File: src/rtl/cmd_scheduler.sv
`default_nettype none

// ============================================================================
// Package     : accel_pkg
// Description : Opcode and compute-type encodings shared by the decoder,
//               the command scheduler and the execution units.
// Revision    : 1.0 - initial release
// ============================================================================
package accel_pkg;

    typedef enum logic [2:0] {
        OP_NOP     = 3'd0,
        OP_LOAD    = 3'd1,
        OP_STORE   = 3'd2,
        OP_COMPUTE = 3'd3,
        OP_COPY    = 3'd4,
        OP_ADD_VEC = 3'd5
    } op_code_t;

    typedef enum logic [1:0] {
        COMP_ADD  = 2'd0,
        COMP_MUL  = 2'd1,
        COMP_MAC  = 2'd2,
        COMP_RELU = 2'd3
    } comp_type_t;

endpackage

// ============================================================================
// Module      : cmd_scheduler
// Description : In-order command scheduler. Buffers decoded commands in a
//               small FIFO and issues the head to its destination unit with a
//               one-cycle start pulse once the destination (and the source,
//               for COPY/ADD_VEC) is idle. OP_NOP fences until all units are
//               idle. Malformed commands are dropped with sticky errors.
// Ports       : clk/rst          - clock, synchronous active-high reset
//               cmd_*            - decoder command channel (valid/ready)
//               flush            - synchronous FIFO clear
//               unit_done        - per-unit completion pulses
//               unit_start       - registered one-hot start pulse
//               issue_op/comp/src- command fields qualified by unit_start
//               busy_units       - registered unit reservation bitmap
//               fifo_level       - number of queued commands
//               sched_idle       - nothing queued and no unit reserved
//               err_status/count - sticky error flags and saturating count
//               err_clr          - clears err_status and err_count
// Revision    : 1.0 - initial release
// ============================================================================
module cmd_scheduler #(
    parameter int UNIT_COUNT = 4,
    parameter int UNIT_ID_W  = 4,
    parameter int DEPTH      = 4
) (
    input  logic                       clk,
    input  logic                       rst,
    input  logic                       cmd_valid,
    output logic                       cmd_ready,
    input  logic                       cmd_decode_ok,
    input  accel_pkg::op_code_t        cmd_op,
    input  accel_pkg::comp_type_t      cmd_comp,
    input  logic [UNIT_ID_W-1:0]       cmd_unit_id,
    input  logic [UNIT_ID_W-1:0]       cmd_src_unit_id,
    input  logic                       flush,
    input  logic [UNIT_COUNT-1:0]      unit_done,
    output logic [UNIT_COUNT-1:0]      unit_start,
    output accel_pkg::op_code_t        issue_op,
    output accel_pkg::comp_type_t      issue_comp,
    output logic [UNIT_ID_W-1:0]       issue_src,
    output logic [UNIT_COUNT-1:0]      busy_units,
    output logic [$clog2(DEPTH):0]     fifo_level,
    output logic                       sched_idle,
    output logic [2:0]                 err_status,
    input  logic                       err_clr,
    output logic [7:0]                 err_count
);

    localparam int c_ptr_w = $clog2(DEPTH);
    localparam int c_cnt_w = c_ptr_w + 1;

    localparam logic [c_cnt_w-1:0]    c_full_level = c_cnt_w'(DEPTH);
    localparam logic [c_cnt_w-1:0]    c_one_level  = c_cnt_w'(1);
    localparam logic [UNIT_ID_W:0]    c_unit_lim   = (UNIT_ID_W + 1)'(UNIT_COUNT);
    localparam logic [UNIT_COUNT-1:0] c_unit_one   = UNIT_COUNT'(1);

    localparam logic [1:0] c_st_idle  = 2'd0;
    localparam logic [1:0] c_st_issue = 2'd1;
    localparam logic [1:0] c_st_stall = 2'd2;
    localparam logic [1:0] c_st_fence = 2'd3;

    // ------------------------------------------------------------------
    // Command FIFO storage
    // ------------------------------------------------------------------
    accel_pkg::op_code_t   r_mem_op   [DEPTH];
    accel_pkg::comp_type_t r_mem_comp [DEPTH];
    logic [UNIT_ID_W-1:0]  r_mem_unit [DEPTH];
    logic [UNIT_ID_W-1:0]  r_mem_src  [DEPTH];

    logic [c_ptr_w-1:0]    r_wr_ptr;
    logic [c_ptr_w-1:0]    r_rd_ptr;
    logic [c_cnt_w-1:0]    r_count;

    logic [1:0]            r_state;
    logic [UNIT_COUNT-1:0] r_busy;
    logic [UNIT_COUNT-1:0] r_unit_start;
    accel_pkg::op_code_t   r_issue_op;
    accel_pkg::comp_type_t r_issue_comp;
    logic [UNIT_ID_W-1:0]  r_issue_src;
    logic [2:0]            r_err_status;
    logic [7:0]            r_err_count;

    logic                  w_full;
    logic                  w_empty;
    logic                  w_ready;
    logic                  w_xfer;
    logic                  w_push;
    logic                  w_dec_err;

    accel_pkg::op_code_t   w_head_op;
    accel_pkg::comp_type_t w_head_comp;
    logic [UNIT_ID_W-1:0]  w_head_unit;
    logic [UNIT_ID_W-1:0]  w_head_src;
    logic                  w_head_src_op;
    logic                  w_head_bad;
    logic [UNIT_COUNT-1:0] w_dst_mask;
    logic [UNIT_COUNT-1:0] w_src_mask;
    logic                  w_units_free;
    logic                  w_drain;

    logic                  w_issue;
    logic                  w_pop;
    logic                  w_err_unit;
    logic [1:0]            w_next_state;

    logic [UNIT_COUNT-1:0] w_spur;
    logic [7:0]            w_evt_cnt;
    logic [8:0]            w_cnt_sum;

    assign w_full    = (r_count == c_full_level);
    assign w_empty   = (r_count == '0);
    assign w_ready   = !w_full && !rst && !flush;
    assign w_xfer    = cmd_valid && w_ready;
    assign w_push    = w_xfer && cmd_decode_ok;
    assign w_dec_err = w_xfer && !cmd_decode_ok;

    assign w_head_op   = r_mem_op[r_rd_ptr];
    assign w_head_comp = r_mem_comp[r_rd_ptr];
    assign w_head_unit = r_mem_unit[r_rd_ptr];
    assign w_head_src  = r_mem_src[r_rd_ptr];

    assign w_head_src_op = (w_head_op == accel_pkg::OP_COPY) ||
                           (w_head_op == accel_pkg::OP_ADD_VEC);
    assign w_head_bad    = ({1'b0, w_head_unit} >= c_unit_lim) ||
                           (w_head_src_op && ({1'b0, w_head_src} >= c_unit_lim));

    // Masks are only consulted once the IDs are known to be in range.
    assign w_dst_mask   = c_unit_one << w_head_unit;
    assign w_src_mask   = w_head_src_op ? (c_unit_one << w_head_src) : '0;
    assign w_units_free = ((r_busy & (w_dst_mask | w_src_mask)) == '0);

    // FIFO becomes empty if this pop takes the last entry and nothing arrives.
    assign w_drain = (r_count == c_one_level) && !w_push;

    // ------------------------------------------------------------------
    // Head decision: exactly one per cycle
    // ------------------------------------------------------------------
    always_comb begin
        w_issue      = 1'b0;
        w_pop        = 1'b0;
        w_err_unit   = 1'b0;
        w_next_state = r_state;
        case (r_state)
            c_st_idle: begin
                if (!w_empty || w_push) begin
                    w_next_state = c_st_issue;
                end
            end
            c_st_issue, c_st_stall: begin
                if (w_empty) begin
                    w_next_state = c_st_idle;
                end else if (w_head_bad) begin
                    w_pop        = 1'b1;
                    w_err_unit   = 1'b1;
                    w_next_state = w_drain ? c_st_idle : c_st_issue;
                end else if (w_head_op == accel_pkg::OP_NOP) begin
                    w_next_state = c_st_fence;
                end else if (w_units_free) begin
                    w_pop        = 1'b1;
                    w_issue      = 1'b1;
                    w_next_state = w_drain ? c_st_idle : c_st_issue;
                end else begin
                    w_next_state = c_st_stall;
                end
            end
            c_st_fence: begin
                if (r_busy == '0) begin
                    w_pop        = 1'b1;
                    w_next_state = w_drain ? c_st_idle : c_st_issue;
                end
            end
            default: w_next_state = c_st_idle;
        endcase
        // Flush wins over any head action in the same cycle.
        if (flush) begin
            w_issue      = 1'b0;
            w_pop        = 1'b0;
            w_err_unit   = 1'b0;
            w_next_state = c_st_idle;
        end
    end

    // ------------------------------------------------------------------
    // Error event accounting
    // ------------------------------------------------------------------
    assign w_spur = unit_done & ~r_busy;

    always_comb begin
        w_evt_cnt = {7'd0, w_err_unit} + {7'd0, w_dec_err};
        for (int i = 0; i < UNIT_COUNT; i++) begin
            w_evt_cnt = w_evt_cnt + {7'd0, w_spur[i]};
        end
    end

    assign w_cnt_sum = {1'b0, r_err_count} + {1'b0, w_evt_cnt};

    // ------------------------------------------------------------------
    // FIFO storage write (payload needs no reset)
    // ------------------------------------------------------------------
    always_ff @(posedge clk) begin
        if (w_push) begin
            r_mem_op[r_wr_ptr]   <= cmd_op;
            r_mem_comp[r_wr_ptr] <= cmd_comp;
            r_mem_unit[r_wr_ptr] <= cmd_unit_id;
            r_mem_src[r_wr_ptr]  <= cmd_src_unit_id;
        end
    end

    // ------------------------------------------------------------------
    // Control state
    // ------------------------------------------------------------------
    always_ff @(posedge clk) begin
        if (rst) begin
            r_wr_ptr     <= '0;
            r_rd_ptr     <= '0;
            r_count      <= '0;
            r_state      <= c_st_idle;
            r_busy       <= '0;
            r_unit_start <= '0;
            r_issue_op   <= accel_pkg::OP_NOP;
            r_issue_comp <= accel_pkg::COMP_ADD;
            r_issue_src  <= '0;
            r_err_status <= '0;
            r_err_count  <= '0;
        end else begin
            r_state <= w_next_state;

            if (flush) begin
                r_wr_ptr <= '0;
                r_rd_ptr <= '0;
                r_count  <= '0;
            end else begin
                if (w_push) begin
                    r_wr_ptr <= r_wr_ptr + c_ptr_w'(1);
                end
                if (w_pop) begin
                    r_rd_ptr <= r_rd_ptr + c_ptr_w'(1);
                end
                if (w_push && !w_pop) begin
                    r_count <= r_count + c_one_level;
                end else if (!w_push && w_pop) begin
                    r_count <= r_count - c_one_level;
                end
            end

            // Done releases only reserved units; a new issue never targets a
            // reserved unit, so set and clear never collide on one bit.
            r_busy <= (r_busy & ~unit_done) | (w_issue ? w_dst_mask : '0);

            if (w_issue) begin
                r_unit_start <= w_dst_mask;
                r_issue_op   <= w_head_op;
                r_issue_comp <= w_head_comp;
                r_issue_src  <= w_head_src;
            end else begin
                r_unit_start <= '0;
                r_issue_op   <= accel_pkg::OP_NOP;
                r_issue_comp <= accel_pkg::COMP_ADD;
                r_issue_src  <= '0;
            end

            if (err_clr) begin
                r_err_status <= '0;
                r_err_count  <= '0;
            end else begin
                r_err_status <= r_err_status | {(w_spur != '0), w_dec_err, w_err_unit};
                r_err_count  <= w_cnt_sum[8] ? 8'hFF : w_cnt_sum[7:0];
            end
        end
    end

    assign cmd_ready  = w_ready;
    assign unit_start = r_unit_start;
    assign issue_op   = r_issue_op;
    assign issue_comp = r_issue_comp;
    assign issue_src  = r_issue_src;
    assign busy_units = r_busy;
    assign fifo_level = r_count;
    assign sched_idle = w_empty && (r_busy == '0) && !rst;
    assign err_status = r_err_status;
    assign err_count  = r_err_count;

endmodule

`default_nettype wire

File: config.mk
export PLATFORM = sky130hd
export DESIGN_NAME = cmd_scheduler
export DESIGN_NICKNAME = d
export VERILOG_FILES = /design/src/rtl/cmd_scheduler.sv
export SDC_FILE = /design/constraint.sdc
export NUM_CORES = 1
export LEC_CHECK = 0
export ABC_CLOCK_PERIOD_IN_PS = 5000
export CORE_ASPECT_RATIO = 1.1
export CORE_MARGIN = 8
export CORE_UTILIZATION = 34
export CTS_BUF_LIST = sky130_fd_sc_hd__clkbuf_8
export CTS_CLUSTER_SIZE = 24
export DETAILED_ROUTE_END_ITERATION = 12
export PLACE_DENSITY = 0.68
export SETUP_SLACK_MARGIN = 0.1
export SYNTH_ARGS = -nofsm -noshare
export SYNTH_HDL_FRONTEND = slang
export SYNTH_SLANG_ARGS = --single-unit
File: constraint.sdc
create_clock -name clk -period 5 [get_ports clk]
set_input_delay 1 -clock clk [delete_from_list [all_inputs] [get_ports clk]]
set_output_delay 1 -clock clk [all_outputs]
set_load 0.01 [all_outputs]
== After elaboration in Yosys (flattened, before gate mapping) ==
Memories as Yosys holds them, arrays and structs flattened. A register that Yosys moved wholly into a read port is not among the register bits.
Cells that the tools add are included.

* Register bits after elaboration: 35
* Bits in writable memories: 52
* Bits of input ports: 23
* Output and inout bits: 33
* Logic and storage cells: 115
* Memories: 4

* $add $sub $neg: 10
* $lt $le $gt $ge: 2
* Equal/unequal tests: 9
* Shifts and indexed selects: 2
* Multiplexer cells: 36
* Bitwise logic cells: 9
* Reduce and logical (&&, ||, !) cells: 33

{| class="wikitable"
|+ Memories
! name !! words !! width !! rd ports !! clocked after Yosys merged registers in !! wr ports !! line !! source
|-
| r_mem_src || 4 || 4 || 1 || 1 || 1 || 96 || <nowiki>logic [UNIT_ID_W-1:0] r_mem_src [DEPTH];</nowiki>
|-
| r_mem_unit || 4 || 4 || 1 || 1 || 1 || 95 || <nowiki>logic [UNIT_ID_W-1:0] r_mem_unit [DEPTH];</nowiki>
|-
| r_mem_op || 4 || 3 || 1 || 1 || 1 || 93 || <nowiki>accel_pkg::op_code_t r_mem_op [DEPTH];</nowiki>
|-
| r_mem_comp || 4 || 2 || 1 || 1 || 1 || 94 || <nowiki>accel_pkg::comp_type_t r_mem_comp [DEPTH];</nowiki>
|}

{| class="wikitable"
|+ Operator list
! operator !! count
|-
| two-way mux 2 bit || 12
|-
| two-way mux 1 bit || 17
|-
| AND 4 bit || 3
|-
| logical AND 1 bit || 11
|-
| adder 8 x 6 -> 9 bit || 1
|-
| equality test 3 bit, second input constant || 3
|-
| greater-or-equal comparator 4 x 3 -> 1 bit, second input constant || 2
|-
| logical NOT 4 bit || 2
|-
| two-way mux 4 bit || 2
|-
| two-way mux 8 bit || 1
|-
| NOT 4 bit || 2
|-
| OR 4 bit || 2
|-
| OR reduction 2 bit || 4
|-
| left shift 1 x 4 -> 4 bit, first input constant || 2
|-
| logical NOT 1 bit || 7
|-
| adder 5 x 1 -> 6 bit || 1
|-
| logical NOT 3 bit || 2
|-
| two-way mux 3 bit || 2
|-
| one-hot mux 2 bit (3 select lines) || 1
|-
| adder 4 x 1 -> 5 bit || 1
|-
| adder 2 x 1 -> 2 bit, second input constant || 2
|-
| adder 3 x 1 -> 4 bit || 1
|-
| equality test 2 bit, second input constant || 2
|-
| inequality test 2 bit, second input constant || 2
|-
| other kinds (14) || 16
|}

== Longest topological paths before layout ==
Gate-level depths: netlist (run 1).

* Depth in word-level cells: 15
* Mapped depth: 14
* Gate-level depth less buffers: 14

== Worst setup path before layout (run 1) ==
No wires, ideal clock.

* Path kind: input-to-reg
* Start point: in rst
* End point: reg r_err_count[0] (netlist: err_count[0])
* Library setup time: 132 ps
* Arrival: 4573 ps
* Data required time: 4868 ps
* Slack: 294 ps
* Cell stages on the path: 13
* Buffers on the path: 2
* Cells stage by stage: buf_2 > or2_2 > clkbuf_1 > nor4_1 > fa_1 > fa_1 > fa_1 > fa_1 > a21oi_1 > nor2b_1 > and3_1 > nand3_1 > a21oi_1

* Word-level cells in the longest chain between the ends: 12
* Elaborated cells on any way between the ends: 13
* Classes of those cells: add/sub (6); mux (1); reduce/logical (6)

{| class="wikitable"
|+ RTL lines
! item !! line !! source
|-
| start, declared || 55 || <nowiki>input logic rst,</nowiki>
|-
| logical NOT 1 bit || 140 || <nowiki>assign w_ready = !w_full && !rst && !flush;</nowiki>
|-
| logical AND 1 bit (2 in a row) || 140 ||
|-
| logical AND 1 bit || 141 || <nowiki>assign w_xfer = cmd_valid && w_ready;</nowiki>
|-
| logical AND 1 bit || 143 || <nowiki>assign w_dec_err = w_xfer && !cmd_decode_ok;</nowiki>
|-
| adder 1 x 1 -> 2 bit || 217 || <nowiki>w_evt_cnt = {7'd0, w_err_unit} + {7'd0, w_dec_err};</nowiki>
|-
| adder 2 x 1 -> 3 bit || 219 || <nowiki>w_evt_cnt = w_evt_cnt + {7'd0, w_spur[i]};</nowiki>
|-
| adder 3 x 1 -> 4 bit || 219 ||
|-
| adder 4 x 1 -> 5 bit || 219 ||
|-
| adder 5 x 1 -> 6 bit || 219 ||
|-
| adder 8 x 6 -> 9 bit || 223 || <nowiki>assign w_cnt_sum = {1'b0, r_err_count} + {1'b0, w_evt_cnt};</nowiki>
|-
| two-way mux 8 bit || 295 || <nowiki>r_err_count <= w_cnt_sum[8] ? 8'hFF : w_cnt_sum[7:0];</nowiki>
|-
| end signal, assigned || 295 ||
|-
| end, declared || 109 || <nowiki>logic [7:0] r_err_count;</nowiki>
|}

Parallel ways exist; a longest one is shown, timed or not.
A chain may end at the register's enable or synchronous reset.

== Worst setup path after layout (run 1) ==
* Start point: in rst
* End point: reg r_err_count[1] (netlist: err_count[1])

Same word-level chain as after synthesis.

==> results of run 1 <==
worst min-delay path, cell delays in order (launching register included):
cell	delay (ps)
dfxtp_1	340
nor2_1	50
nor2_1	70
worst paths after layout:
check,from,end,depth (start not counted)
worst min-delay path,err_status[1],err_status[1],2
worst max-delay path,rst,err_count[1],13
worst min register to register,err_status[1],err_status[1],2
worst max register to register,fifo_level[0],err_count[1],14
power groups by stage:
stage	clock [W]	combinational, W	sequential, W
after global routing	0.000522	0.000111	0.000802
after CTS	0.000497	0.000100	0.000801
after floorplan	0	0.0000497	0.000819
after global placement	0	0.0000959	0.000818
final	0.000483	0.0000993	0.000800
after detailed placement	0	0.0000993	0.000818
metal layers:
metal  GRT usage, %  vias to the layer above
li1               -                     1167
met1           12.7                     1131
met2           18.7                       68
met3           4.05                       14
met4           5.73                        0
met5              0                        -
cells in the final DEF, fill, tap and decap left out, types with 4 or more instances in the layout:
cell and n:
and3_1 8, nor2b_1 8, nand2_1 13, o21ai_0 6
edfxtp_1 52, xnor2_1 4, buf_4 4, nand2b_1 5
ha_1 14, nand3_1 4, mux4_1 7, a21oi_1 14
mux2i_1 11, and2_1 8, mux4_2 5, or3_1 4
clkbuf_8 9, nor2_1 29, clkdlybuf4s50_1 55, inv_1 10
fa_1 4, dfxtp_1 39
stage by stage:
step | hold slack, ps | utilization, % | instances
after floorplan | 482 | - | 283
after global placement | 450 | 41.8 | 484
after detailed placement | 471 | 41.8 | 484
after CTS | 493 | 43.5 | 500
after global routing | 525 | 43.5 | 500
final | 483 | 43.5 | 500
cell usage after synthesis, types with 2 or more instances:
library cell,n
nor3_1,3
or3_1,4
mux4_2,5
inv_1,10
o211ai_1,3
and3_1,8
nor3b_1,3
nand3_1,4
nand2_1,13
nor2_1,29
xor2_1,3
fa_1,4
or2_2,3
or4_1,3
nor4_1,2
a21oi_1,14
nand2b_1,5
edfxtp_1,52
nor2b_1,8
xnor2_1,4
dfxtp_1,39
ha_1,14
mux2i_1,11
mux4_1,7
clkbuf_1,3
and2_1,8
o21ai_0,6
layout make-up:
cell class	count	area (um^2)
Clock inverter	7	68.8
Sequential cell	91	2340
Clock buffer	9	124
Timing Repair Buffer	59	581
Tap cell	147	184
Fill cell	1006	6190
Inverter	10	37.5
Multi-Input combinational cell	177	1430
flip-flops by register name, indices dropped and copies added (netlist names), named ones only:
signal / flops
busy_units: 4
err_count: 8
err_status: 3
fifo_level: 3
issue_comp: 2
issue_op: 3
issue_src: 4
r_mem_comp: 8
r_mem_op: 12
r_mem_src: 16
r_mem_unit: 16
r_rd_ptr: 2
r_state: 2
r_wr_ptr: 2
unit_start: 4
kinds of logic after synthesis:
kind of cell,count (synthesis)
muxes,23
and+or+nand+nor,98
buffers and inverters,15
AOI/OAI and AO/OA,31
xor gates and xnor gates,7
DFF,91
adders and majority gates,18
==> qor.yml, run 1 <==
outcome: "completed"
core_area_um2: 11000
cp_num_buf_inv: 2
r2r_setup_slack_ps: 960
totalWireLength_mm: 7.88
floorplan.initialDensity_pct: 35.0
htreeDepth: 3
syn_inst: 283
setup_tns_ps: 0
switching_share_pct: 22.2
cts_hold_repair.buffers: 0
clk_path_buf_depth: 2
wl_per_cell_um: 15.8
vias_per_cell: 4.76
synth_fa_ha_area_share_pct: 6.65
critical_path_class: "in2reg"
layout-drive-gt1-share_pct: 9.35
synth_mux_area_share_pct: 10.6
setup-violations-final: 0
yosysTopAreaCell: "edfxtp_1"
syn_area_um2: 3840
grt_pass1_wl_mm: 13.1
totalPowerFinal_w: 0.00138
diodes: 0
power_density_nw_per_um2: 290
synthXorXnorAreaFrac_pct: 1.60
setup_ws_ps: 466
finClkSkew_ps: 7.67
synth.avg_cell_area_um2: 13.6
ys_types: 42
synth_top_family_by_area: "simple AND/OR/NAND/NOR gates"
path_cells: "clkdlybuf4s50_1, or2_2, nor4_1, buf_4, fa_1, fa_1, fa_1, fa_1, a21oi_1, nor2b_1, and3_1, nand3_1, a21oi_1"
drc_errors: 0
cp_slowest_cell: "fa_1"
rsz0062_at_grt: "no"
placement.cell_area_um2: 4580
cp_max_fo: 6
cts_sinks: 91
cp.arrival_ps: 4780
port_buffers: 55
ant_nets: 0
std_cell_rows: 40
cts_buffers: 9
startpoint_type: "input port"
die_x_um: 117
worstSkewPairLatency_ps: 360
tightest_slew_ps: 862
areaGrowthSynthToFinish_pct: 24.2
yosys_warnings: 0
overflow: 0
period_minus_slack_ps: 4530
switchingPower_w: 0.000307
pwr-share-clk_pct: 34.9
highest_layer: "met4"
drtIter0Drc: 104
synth-simple-area-share_pct: 13.7
synth_top_area_share_pct: 40.7
comb_power_share_pct: 7.2
critPathMaxStageDelay_ps: 520
cts_tree: "done"
place.gp.congestion: 0.741
end_kind: "flip-flop"
cts_resized: 0
async_flop_share_pct: 0
ios: 56
fmaxAchievable_mhz: 221
route.met2.wl_mm: 3.72
final.period_utilization_pct: 90.7
wl_met1_mm: 3.52
drt-pass1-iter-count: 4
ys_seq_area_share_pct: 61.0
maxCapViolCount: 0
synth_ff_type: "edfxtp_1"
dp.final_hpwl_mm: 5.77
clk_pin_slew_ps: 90
ir_worst_vdd_uv: 154
syn-num-nets: 324
post_cts_buffers: 0
drv_slew: 0
ys_seq_elements: 91
synth-compound-area-share_pct: 4.82
dp_slack_ps: 80.9
critical_path.top_delay_family: "adder cells"
required_ps: 5250
seqPwrFrac_pct: 57.9
antenna_found_initial: 0
hold_violations: 0
cpMostUsedCell: "fa_1"
final_nets: 389
hold_class: "reg2reg"
grt_max_degree: 16
leakage_nw: 1.66
die_area_um2: 15000
grt_pass1_vias: 2484
fp.dieH_um: 127
wl_met3_um: 439
max-slew-margin-rel_pct: 42.0
ys_top_cells_by_area: "edfxtp_1 (41%), dfxtp_1 (20%), mux4_1 (4.8%)"
fin_area_um2: 4770
cts_root_buf: "clkbuf_8"
intPower_w: 0.00108
track_usage_pct: 11.3
route.vias.total: 2380
synth_edf_count: 52
Note: power is estimated with default switching activity, not from simulation.
==> run 2, diff against run 1 <==
--- a/config.mk
+++ b/config.mk
@@ -7,11 +7,12 @@
 export LEC_CHECK = 0
 export ABC_CLOCK_PERIOD_IN_PS = 5000
 export CORE_ASPECT_RATIO = 1.1
-export CORE_MARGIN = 8
+export CORE_MARGIN = 5
 export CORE_UTILIZATION = 34
 export CTS_BUF_LIST = sky130_fd_sc_hd__clkbuf_8
 export CTS_CLUSTER_SIZE = 24
 export DETAILED_ROUTE_END_ITERATION = 12
+export GPL_TIMING_DRIVEN = 0
 export PLACE_DENSITY = 0.68
 export SETUP_SLACK_MARGIN = 0.1
 export SYNTH_ARGS = -nofsm -noshare
==> constraint.sdc (replaced) <==
create_clock -name clk -period 5 [get_ports clk]
set_input_delay 1 -clock clk [delete_from_list [all_inputs] [get_ports clk]]
set_output_delay 1 -clock clk [all_outputs]
set_load 0.02 [all_outputs]
==> run 2 against run 1 <==
Setup slack got worse by 78 ps. Combinational power about the same. Routed wire length rose by 2.3%. Register-to-register slack better by 30 ps. First-iteration DRC count increased by 4.8%. Die area is 9.6% lower. Global-route usage up 1.2 points. Sequential power barely moved. Critical path depth down 1. Design area grew 0.73%. Core utilization is 0.12 points higher. Non-clock buffer count decreased by 1. Highest routed layer unchanged.
==> qor.yml, run 2 (same netlist as run 1, synthesis figures left out) <==
highest_layer: "met4"  # unchanged
overflow: 0  # unchanged
final_nets: 388  # was 389
clk_pin_slew_ps: 90  # about the same
fin_area_um2: 4800  # was 4770 um^2
areaGrowthSynthToFinish_pct: 25.1  # was 24.2%
totalWireLength_mm: 8.06  # was 7.88 mm
htreeDepth: 3  # unchanged
grt_pass1_vias: 2561  # was 2,484
switching_share_pct: 21.4  # was 22.2%
ios: 56  # unchanged
dp.final_hpwl_mm: 5.76  # was 5.77 mm
intPower_w: 0.00114  # was 0.00108 W
cp.arrival_ps: 4840  # was 4780 ps
power_density_nw_per_um2: 303  # was 290 nW/um^2
fp.dieH_um: 121  # was 127 um
comb_power_share_pct: 7.0  # was 7.2%
setup-violations-final: 0  # unchanged
cp_max_fo: 11  # was 6
max-slew-margin-rel_pct: 40.5  # was 42.0%
ir_worst_vdd_uv: 157  # was 154 uV
layout_commonest_cell: "clkdlybuf4s50_1"  # unchanged
clk_path_buf_depth: 2  # unchanged
layout-drive-gt1-share_pct: 8.81  # was 9.35%
end_kind: "flip-flop"  # unchanged
finClkSkew_ps: 10.8  # was 7.67 ps
hold_class: "reg2reg"  # unchanged
outcome: "completed"  # unchanged
die_x_um: 111  # was 117 um
vias_per_cell: 4.88  # was 4.76
totalPowerFinal_w: 0.00145  # was 0.00138 W
floorplan.initialDensity_pct: 34.9  # was 35.0%
seqPwrFrac_pct: 55.0  # was 57.9%
route.vias.total: 2434  # was 2,380
cts_root_buf: "clkbuf_8"  # unchanged
cts_tree: "done"  # unchanged
grt_pass1_wl_mm: 13.2  # was 13.1 mm
placement.cell_area_um2: 4560  # was 4580 um^2
period_minus_slack_ps: 4610  # was 4530 ps
grt_max_degree: 16  # unchanged
leakage_nw: 1.67  # was 1.66 nW
maxCapViolCount: 0  # unchanged
fmaxAchievable_mhz: 217  # was 221 MHz
ant_nets: 0  # unchanged
critical_path_class: "in2reg"  # unchanged
place.gp.congestion: 0.783  # was 0.741
reg_top3: "r_mem_src x16, r_mem_unit x16, r_mem_op x12"  # unchanged
required_ps: 5230  # was 5250 ps
route.met2.wl_mm: 3.91  # was 3.72 mm
rsz0062_at_grt: "no"  # unchanged
antenna_found_initial: 0  # unchanged
die_area_um2: 13500  # was 15,000 um^2
cts_sinks: 91  # unchanged
wl_met3_um: 420  # was 439 um
track_usage_pct: 12.6  # was 11.3%
tightest_slew_ps: 885  # was 862 ps
diodes: 0  # unchanged
drv_slew: 0  # unchanged
startpoint_type: "input port"  # unchanged
switchingPower_w: 0.000311  # was 0.000307 W
drtIter0Drc: 109  # was 104
wl_met1_mm: 3.61  # was 3.52 mm
layout_common_cells: "clkdlybuf4s50_1 (54), edfxtp_1 (52), dfxtp_1 (39)"  # was clkdlybuf4s50_1 (55), edfxtp_1 (52), dfxtp_1 (39)
cts_buffers: 9  # unchanged
wl_per_cell_um: 16.1  # was 15.8 um
worstSkewPairLatency_ps: 350  # was 360 ps
std_cell_rows: 40  # unchanged
final.period_utilization_pct: 92.2  # was 90.7%
pwr-share-clk_pct: 38.0  # was 34.9%
hold_violations: 0  # unchanged
drt-pass1-iter-count: 5  # was 4
port_buffers: 54  # was 55
core_area_um2: 11000  # about the same
drc_errors: 0  # unchanged
[run 2: cell types whose count changed in the layout (fill, tap and decap cells not counted), sizes merged]
cell | previous run | this run
clkbuf | 9 | 12
buf | 4 | 2
clkdlybuf4s50 | 55 | 54
inv | 10 | 12
bufinv | 1 | 2
clkinv | 3 | 1
clkinvlp | 3 | 1
[run 2: worst paths after layout]
path                            slack, ps  cells past startpoint       endpoint          start
worst max register to register        990                     13   err_count[1]  fifo_level[0]
worst min register to register        480                      2  err_status[0]  err_status[0]
worst min-delay path                  480                      2  err_status[0]  err_status[0]
worst max-delay path                  390                     12   err_count[1]          flush
[run 2: stage by stage]
step | TNS (ps) | hold WS [ps] | worst slack (ps) | instances | utilization (%)
floorplan | 0 | 482 | 294 | 283 | -
global placement | -3930 | 451 | -550 | 484 | 41.5
detailed placement | -4130 | 460 | -571 | 484 | 41.5
CTS | 0 | 481 | 286 | 499 | 43.6
global route | 0 | 527 | 195 | 499 | 43.6
finish | 0 | 476 | 388 | 499 | 43.6
[run 2: cell type report]
class / count / area, um^2
Tap cell: 147 / 184
Clock inverter: 6 / 88.8
Buffer: 4 / 23.8
Clock buffer: 10 / 138
Fill cell: 1048 / 6210
Multi-Input combinational cell: 177 / 1450
Sequential cell: 91 / 2340
Inverter: 10 / 37.5
Timing Repair Buffer: 54 / 541
[run 2: critical path, stage by stage]
cell             delay [ps]
clkdlybuf4s50_1         490
or2_4                   340
nor4_4                  300
fa_1                    500
fa_1                    520
fa_1                    480
fa_1                    420
a21oi_1                 160
nor2b_1                  90
and3_1                  200
nand3_1                 210
a21oi_1                 110
[run 2: routing by layer]
| metal | global-route usage, % | vias to the layer above |
|---|---|---|
| met3 | 3.59 | 11 |
| met4 | 4.94 | 0 |
| met1 | 15.5 | 1180 |
| met2 | 20.9 | 70 |
| li1 | - | 1173 |
| met5 | 0 | - |
[run 2: timing repair]
action / in CTS / in global routing
setup buffers: 0 / 0
resized for setup: 2 / 1
hold buffers: 0 / 0
setup endpoints to repair: 8 / 1
[run 2: power groups by stage]
stage | combinational [W] | clock (W) | sequential (W)
after global placement | 0.0000966 | 0 | 0.000817
after CTS | 0.000102 | 0.000571 | 0.000801
after detailed placement | 0.000100 | 0 | 0.000818
after floorplan | 0.0000504 | 0 | 0.000823
final | 0.000101 | 0.000552 | 0.000800
after global routing | 0.000114 | 0.000608 | 0.000802
